===== config.mk =====
export PLATFORM = sky130hd
export DESIGN_NAME = pipeline_stall_ctrl
export DESIGN_NICKNAME = d
export VERILOG_FILES = /design/src/rtl/pipeline_stall_ctrl.sv
export SDC_FILE = /design/constraint.sdc
export NUM_CORES = 1
export LEC_CHECK = 0
export CAP_MARGIN = 20
export CORE_UTILIZATION = 37
export DETAILED_ROUTE_END_ITERATION = 12
export PLACE_DENSITY = 0.73
export SLEW_MARGIN = 15
export SYNTH_ARGS = -nofsm -noshare
export SYNTH_HDL_FRONTEND = slang
export SYNTH_SLANG_ARGS = --single-unit

===== constraint.sdc =====
create_clock -name CLK -period 2.55 [get_ports CLK]
set_clock_uncertainty 0.2 [all_clocks]
set_input_delay 0.6375 -clock CLK [delete_from_list [all_inputs] [get_ports CLK]]
set_output_delay 0.6375 -clock CLK [all_outputs]
set_load 0.02 [all_outputs]

===== src/rtl/pipeline_stall_ctrl.sv =====
// rtl/pipeline_stall_ctrl.sv - stall/flush controller for the 5-stage pipeline
//
// Purpose: resolves the hazards that EX-stage forwarding cannot handle.
//   load-use           -> one bubble into ID/EX, IF and ID held
//   taken branch/jump  -> IF/ID and ID/EX flushed, PC redirected
//   I/D memory wait    -> whole pipeline frozen
//   halt in MEM/WB     -> pipeline frozen until reset
//
// Ports:
//   CLK, nRST                  clock, asynchronous active-low reset
//   ihit, dhit                 instruction / data cache completion strobes
//   dREN_out_3, dWEN_out_3     EX/MEM holds a load / store
//   MemRead_out_2, wsel_out_2  ID/EX load flag and destination register
//   rs_out_1, rt_out_1         IF/ID source registers
//   pcsrc_taken                EX resolved a taken branch/jump
//   halt_out_4                 MEM/WB holds a halt
//   pc_en, *_en                PC and pipeline-register enables
//   ifid_flush, idex_flush     load a NOP on the enabled edge
//   dmem_req_en                gate for the dcache request
//   halt                       sticky halted indication
//   stall_cnt                  saturating count of non-advancing cycles plus bubbles

module pipeline_stall_ctrl #(
    parameter int REG_W = 5,
    parameter int CNT_W = 16
) (
    input  logic             CLK,
    input  logic             nRST,
    input  logic             ihit,
    input  logic             dhit,
    input  logic             dREN_out_3,
    input  logic             dWEN_out_3,
    input  logic             MemRead_out_2,
    input  logic [REG_W-1:0] wsel_out_2,
    input  logic [REG_W-1:0] rs_out_1,
    input  logic [REG_W-1:0] rt_out_1,
    input  logic             pcsrc_taken,
    input  logic             halt_out_4,
    output logic             pc_en,
    output logic             ifid_en,
    output logic             idex_en,
    output logic             exmem_en,
    output logic             memwb_en,
    output logic             ifid_flush,
    output logic             idex_flush,
    output logic             dmem_req_en,
    output logic             halt,
    output logic [CNT_W-1:0] stall_cnt
);

    typedef enum logic {
        RUN    = 1'b0,
        HALTED = 1'b1
    } state_t;

    state_t           r_state;
    state_t           w_state_nxt;
    logic             r_dmem_done;
    logic             w_dmem_done_nxt;
    logic [CNT_W-1:0] r_stall_cnt;

    logic w_mreq;
    logic w_dready;
    logic w_advance;
    logic w_lu;
    logic w_bubble;
    logic w_cnt_inc;

    assign w_mreq    = dREN_out_3 | dWEN_out_3;
    // A data access already finished while waiting on ifetch counts as ready.
    assign w_dready  = !w_mreq | dhit | r_dmem_done;
    assign w_advance = (r_state == RUN) & ihit & w_dready;
    assign w_lu      = MemRead_out_2 & (wsel_out_2 != '0) &
                       ((wsel_out_2 == rs_out_1) | (wsel_out_2 == rt_out_1));
    // A taken branch squashes the dependent instruction, so no bubble is needed.
    assign w_bubble  = w_advance & !pcsrc_taken & w_lu;
    assign w_cnt_inc = (r_state == RUN) & (!w_advance | w_bubble);

    always_ff @(posedge CLK or negedge nRST) begin
        if (!nRST) begin
            r_state     <= RUN;
            r_dmem_done <= 1'b0;
            r_stall_cnt <= '0;
        end else begin
            r_state     <= w_state_nxt;
            r_dmem_done <= w_dmem_done_nxt;
            if (w_cnt_inc && (r_stall_cnt != '1)) begin
                r_stall_cnt <= r_stall_cnt + 1'b1;
            end
        end
    end

    always_comb begin
        w_state_nxt     = r_state;
        w_dmem_done_nxt = r_dmem_done;
        pc_en           = 1'b0;
        ifid_en         = 1'b0;
        idex_en         = 1'b0;
        exmem_en        = 1'b0;
        memwb_en        = 1'b0;
        ifid_flush      = 1'b0;
        idex_flush      = 1'b0;
        dmem_req_en     = 1'b0;
        halt            = 1'b0;

        case (r_state)
            RUN: begin
                // Suppress reissue once the data is latched downstream.
                dmem_req_en = w_mreq & !r_dmem_done;
                if (w_advance) begin
                    exmem_en        = 1'b1;
                    memwb_en        = 1'b1;
                    idex_en         = 1'b1;
                    w_dmem_done_nxt = 1'b0;
                    if (pcsrc_taken) begin
                        pc_en      = 1'b1;
                        ifid_en    = 1'b1;
                        ifid_flush = 1'b1;
                        idex_flush = 1'b1;
                    end else if (w_lu) begin
                        idex_flush = 1'b1;
                    end else begin
                        pc_en   = 1'b1;
                        ifid_en = 1'b1;
                    end
                end else if (w_mreq && dhit) begin
                    w_dmem_done_nxt = 1'b1;
                end
                if (halt_out_4) begin
                    w_state_nxt = HALTED;
                end
            end
            HALTED: begin
                halt = 1'b1;
            end
            default: begin
                w_state_nxt = RUN;
            end
        endcase
    end

    assign stall_cnt = r_stall_cnt;

endmodule


==> results of run 1 <==
-- path summary, 6_finish.rpt --
path | endpoint | depth (start not counted) | slack [ns] | from
max in group asynchronous | stall_cnt[13]$_DFFE_PN0P_ | 2 | 1.49 | nRST
min | stall_cnt[6]$_DFFE_PN0P_ | 1 | 0.32 | stall_cnt[6]$_DFFE_PN0P_
max | idex_flush | 6 | -0.30 | wsel_out_2[2]
min in group asynchronous | stall_cnt[9]$_DFFE_PN0P_ | 2 | 0.47 | nRST
min reg2reg | stall_cnt[6]$_DFFE_PN0P_ | 1 | 0.32 | stall_cnt[6]$_DFFE_PN0P_
max reg2reg | stall_cnt[13]$_DFFE_PN0P_ | 8 | 0.22 | stall_cnt[0]$_DFFE_PN0P_
-- state kept, by name, indices dropped and copies added, names as in the netlist --
| register | cells |
|---|---|
| stall_cnt | 16 |
| r_dmem_done | 1 |
| r_state | 1 |
-- where the power goes --
part / switching [W] / total [W] / internal (W)
Sequential: 0.0000171 / 0.000315 / 0.000298
Clock: 0.0000796 / 0.000135 / 0.0000549
Combinational: 0.0000558 / 0.000141 / 0.0000853
Total: 0.000153 / 0.000590 / 0.000438
-- final cells by class --
| cell class | count | area, µm² | share of cell area [%] |
|---|---|---|---|
| multi-input cells | 81 | 640.6 | 34.29 |
| repair buffers | 78 | 711.9 | 38.11 |
| inverters | 1 | 3.754 | 0.2009 |
| flip-flops and latches | 18 | 450.4 | 24.11 |
| clock buffers | 3 | 22.52 | 1.206 |
| well taps | 31 | 38.79 | 2.076 |
-- metal layers --
layer  part of all wire, %  vias up
li1                      -      518
met1                    44      516
met2                    49       38
met3                   5.2        4
met4                   1.7        0
met5                     0        -
-- cells in the mapped netlist (all sizes together) --
| library cell | count | area, µm² |
|---|---|---|
| nand2b | 2 | 12.51 |
| a21o | 1 | 8.760 |
| or2 | 1 | 6.260 |
| dfrtp | 18 | 450.4 |
| a21oi | 1 | 5.000 |
| nor2 | 6 | 22.52 |
| o22ai | 1 | 6.260 |
| inv | 1 | 3.750 |
| nor3 | 2 | 10.01 |
| and3 | 4 | 25.02 |
| and2 | 5 | 31.28 |
| a311oi | 1 | 8.760 |
| nand4 | 6 | 50.04 |
| and4 | 2 | 17.52 |
| buf | 4 | 33.78 |
| o21a | 1 | 7.510 |
| a21boi | 1 | 7.510 |
| nor2b | 1 | 6.260 |
| o21ai | 1 | 5.000 |
| nand3 | 6 | 50.05 |
| xnor2 | 22 | 192.7 |
| or4 | 1 | 11.26 |
| o211ai | 1 | 12.51 |
| o31a | 1 | 8.760 |
| xor2 | 1 | 8.760 |
| and2b | 1 | 7.510 |
| mux2 | 3 | 33.78 |
| ha | 1 | 12.51 |
| a31oi | 2 | 12.51 |
| nand2 | 6 | 22.52 |
-- cells by family (layout without fill, tap and decap cells) --
family / count (synthesis) / after routing / synth area share (%)
and+or+nand+nor: 43 / 43 / 25.00
xor gates and xnor gates: 23 / 23 / 18.46
DFF: 18 / 18 / 41.28
AOI/OAI and AO/OA: 11 / 11 / 7.569
buffers and inverters: 5 / 82 / 3.440
muxes: 3 / 3 / 3.096
adders and majority gates: 1 / 1 / 1.147
-- worst max-delay path: cells and delay by family --
family	cells	cell delay [ns]
AO/OA/AOI/OAI	2	0.37
buffers and inverters	2	0.21
AND/OR/NAND/NOR	2	0.80
-- timing repair --
item / 4_1_cts / 5_1_grt
cloned: 0 / 0
buffers inserted: 7 / 5
setup endpoints to repair: 19 / 14
pin swaps: 6 / 9
resized for setup: 55 / 14
hold buffers: 0 / 0
-- stage by stage --
stage                     setup WS, ns  hold slack, ns
final                          -0.3022          0.3155
after floorplan                -0.1747          0.1419
after CTS                      -0.2987          0.3243
after global routing           -0.3427          0.3391
after detailed placement        -1.033          0.3061
after global placement         -0.9866          0.2787
==> run_results.csv, run 1 <==
group,metric,value,unit
global_routing,grtUsageMet3,2.304,%
clock_tree,clk_pin_slew,0.09,ns
synthesis,syn_nets,129,
placement,gp_congestion,0.7537,
placement,hpwlAfterDp,1.978,mm
finish,area_growth,71.22,%
finish,diodes,0,
global_routing,grt_pass1_vias,1057,
drt,drc,0,
synthesis,ys_seq_area_share,41.28,%
clock_tree,clock-sinks,18,
setup_path,worst_path_max_delay_cell,"or4_4",
floorplanning,ios,49,
hold_path,hold_class,"register to register",
timing,fin_crit,2.852,ns
floorplanning,start_util,39.23,%
power,finalPower,0.0005903,W
placement,portBuffers,48,
drt,via_count,1076,
global_routing,gr-usage-met2,31.29,%
finish,final_nets,208,
timing,tightest_slew,0.2316,ns
global_routing,grt_max_degree,19,
clock_tree,clockBufferDepth,2,
finish,layout.cells.non_filler,212,
drt,antenna_left,0,
setup_path,crit_type,"input port to primary output",
synthesis,ys_warn_count,0,
floorplanning,rows,19,
synthesis,yosysUniqueCellTypes,34,
drt,dr.pass1.iters,4,
floorplanning,die_area,3170,µm²
global_routing,grt_use_met1,21.84,%
setup_path,crit_top_cell,"buf_6",
clock_tree,cts_root_buf,"clkbuf_4",
timing,relSlewSlack,84.51,%
timing,fmax,0.3506,GHz
timing,finalSetupTns,-0.8166,ns
setup_path,worstPathRequired,1.71,ns
floorplanning,fp.dieH,56.30,µm
outcome,status,"finished with violations",
setup_path,crit_arrival,2.01,ns
timing,period_share,111.8,%
power,irDropWorstVdd,0.3655,mV
timing,rsz0062_at_grt,"true",
outcome,violations,"setup timing",
setup_path,worstSetupEndpointType,"primary output",
global_routing,antenna_found_initial,0,
power,p_leak,0.8630,nW
timing,drv_slew,0,
global_routing,grt_pass1_wl,4.485,mm
setup_path,path_cells,"buf_6 -> or4_4 -> o21ai_2 -> and2b_2 -> o21a_2 -> buf_6",
clock_tree,cts_tree,"done",
finish,nFillCells,219,
synthesis,ys_ff_latch,18,
drt,vias_per_cell,5.075,
clock_tree,cts_buffers,3,
synthesis,avgSynthCellArea,10.49,µm²
finish,final_common_cell,"clkdlybuf4s50_1",
drt,drtIter0Drc,19,
timing,setup_ws,-0.3022,ns
drt,wl_per_cell,12.44,µm
global_routing,grt-ovfl-total,0,
drt,finalWirelength,2.638,mm
finish,layout-drive-gt1-share,33.70,%
floorplanning,die_w,56.30,µm
timing,final_hold_viol_count,0,
power,p_per_area,316.0,nW/µm²
clock_tree,htreeDepth,1,
timing,setup_viol_count_final,3,
synthesis,syn_inst,104,
run,cap_violations,0,
setup_path,cp_slowest_stage_delay,0.54,ns
global_routing,track_usage,17.47,%
clock_tree,clk_latency,0.29,ns
synthesis,syn_area,1091,µm²
setup_path,start_kind,"input port",
finish,final_cell_mix,"clkdlybuf4s50_1, buf_4, xnor2_1",
global_routing,busiest_layer,"met2",
finish,final_util,67.16,%
setup_path,worstPathMaxFanout,2,
finish,stdcell_area,1868,µm²
placement,numPlacedInstances,197,
floorplanning,core,2781,µm²
placement,dpl_cell_area,1728,µm²
No activity file was read; power rests on OpenSTA's default activity.
==> run 2: changes to the inputs <==
Settings changed: CORE_ASPECT_RATIO set to 1.1.
==> run 2 against run 1 <==
  * The run still ends with setup timing left
  * Design area is 1.5% lower
  * Clock power increased by 27%
  * Via count decreased by 0.93%
  * Critical path depth is the same
  * Utilization fell by 0.95 points
  * Critical path type unchanged
  * Sequential share of layout area up 0.38 points
  * First-iteration DRC count down 63%
  * Die area hardly changed
==> run_results.csv, run 2 (synthesis gave the netlist of run 1 again) <==
group,metric,value,unit
setup_path,crit_top_cell,"buf_6",
timing,final_hold_viol_count,0,
setup_path,crit_arrival,2.00,ns
finish,final_util,66.22,%
drt,drtIter0Drc,7,
clock_tree,clk_latency,0.29,ns
floorplanning,die_area,3170,µm²
setup_path,startpoint,"wsel_out_2[4]",
drt,drc,0,
setup_path,worstSetupEndpointType,"primary output",
drt,vias_per_cell,5.052,
setup_path,worstPathRequired,1.71,ns
clock_tree,clock-sinks,18,
timing,fin_crit,2.842,ns
floorplanning,die_w,53.78,µm
placement,hpwlAfterDp,2.099,mm
hold_path,hold_start,"stall_cnt[10]$_DFFE_PN0P_",
setup_path,crit_type,"input port to primary output",
clock_tree,htreeDepth,1,
finish,seq_area,450.4,µm²
hold_path,hold_class,"register to register",
setup_path,cp_slowest_stage_delay,0.53,ns
timing,relSlewSlack,80.57,%
setup_path,worstPathMaxFanout,2,
setup_path,path_cells,"buf_6 -> or4_4 -> o21ai_2 -> and2b_2 -> o21a_2 -> buf_6",
clock_tree,cts_tree,"done",
global_routing,grt_pass1_wl,4.429,mm
floorplanning,start_util,39.28,%
finish,stdcell_area,1839,µm²
power,p_leak,0.8330,nW
finish,final_nets,204,
finish,area_growth,68.58,%
timing,setup_ws,-0.2920,ns
clock_tree,cts.hold.buffers_added,0,
timing,tightest_slew,0.2895,ns
finish,multiInputGateArea,650.6,µm²
floorplanning,core,2778,µm²
clock_tree,cts_root_buf,"clkbuf_4",
drt,wl_per_cell,13.49,µm
drt,dr.pass1.iters,7,
drt,via_count,1066,
timing,setup_viol_count_final,3,
timing,period_share,111.5,%
setup_path,start_kind,"input port",
placement,portBuffers,48,
finish,layout-drive-gt1-share,33.71,%
timing,rsz0062_at_grt,"true",
finish,largest_reg_flops,16,
global_routing,grt_pass1_vias,1065,
run,cap_violations,0,
clock_tree,cts_buffers,3,
floorplanning,ios,49,
finish,diodes,0,
timing,fmax,0.3519,GHz
clock_tree,clockBufferDepth,2,
drt,finalWirelength,2.846,mm
finish,nFillCells,230,
global_routing,grt-ovfl-total,0,
placement,gp_congestion,0.7343,
setup_path,reg2reg_from,"stall_cnt[1]$_DFFE_PN0P_",
timing,finalSetupTns,-0.8237,ns
outcome,status,"finished with violations",
drt,antenna_left,0,
finish,final_cell_mix,"clkdlybuf4s50_1, buf_4, xnor2_1",
timing,drv_slew,0,
global_routing,grt_max_degree,19,
clock_tree,clk_pin_slew,0.10,ns
global_routing,antenna_found_initial,0,
placement,dpl_cell_area,1738,µm²
timing,holdWs,0.3139,ns
setup_path,worst_path_max_delay_cell,"or4_4",
power,p_per_area,348.0,nW/µm²
floorplanning,fp.dieH,58.96,µm
floorplanning,rows,20,
global_routing,track_usage,19.05,%
outcome,violations,"setup timing",
finish,final_common_cell,"clkdlybuf4s50_1",
power,irDropWorstVdd,0.2836,mV
==> run 2: path summary, 6_finish.rpt <==
| path | end | slack, ns | cells after the start |
|---|---|---|---|
| min in group asynchronous | stall_cnt[10]$_DFFE_PN0P_ | 0.46 | 2 |
| min | stall_cnt[10]$_DFFE_PN0P_ | 0.31 | 1 |
| max reg2reg | stall_cnt[6]$_DFFE_PN0P_ | 0.21 | 8 |
| max | idex_flush | -0.29 | 6 |
| min reg2reg | stall_cnt[10]$_DFFE_PN0P_ | 0.31 | 1 |
| max in group asynchronous | stall_cnt[11]$_DFFE_PN0P_ | 1.48 | 2 |
==> run 2: critical path: cells and delay by family <==
kind,cells,cell delay (ns)
simple gates,2,0.79
buf+inv,2,0.21
compound gates,2,0.35
==> run 2: area by class of cell <==
class	count	area share, %
inverter	1	0.2041
sequential	18	24.49
timing repair buffer	74	35.71
tap	33	2.245
multi-input combinational	81	35.37
clock buffer	4	1.973
==> run 2: per-stage QoR <==
step,worst slack (ns),total power [W],instances
global route,-0.3300,0.0006774,211
detailed placement,-1.043,0.0004683,200
floorplan,-0.1747,0.0003662,104
global placement,-0.9838,0.0004613,200
finish,-0.2920,0.0006401,211
CTS,-0.2978,0.0006476,210
==> run 2: where the power goes <==
group	internal, W	total [W]	switching (W)	leakage (nW)
clock network	0.0000869	0.000172	0.0000855	0.0210
registers	0.000298	0.000311	0.0000131	0.241
logic	0.0000920	0.000157	0.0000650	0.571
total	0.000477	0.000640	0.000164	0.833
==> run 2: per-layer routing <==
metal,track usage (%),part of all wire (%),up-vias,routed length [µm]
li1,-,-,510,-
met1,19.64,37,507,1044
met2,36.16,54,43,1527
met3,3.618,8.5,6,242
met4,7.519,1.1,0,32
met5,0,0,-,0
==> run 2: repair_timing <==
action                                 4_1_cts  5_1_grt
setup endpoints to repair                   18        6
setup buffers                                6        1
pin swaps                                    6        4
gates resized for setup                     55       10
endpoints found under the hold margin        0        0
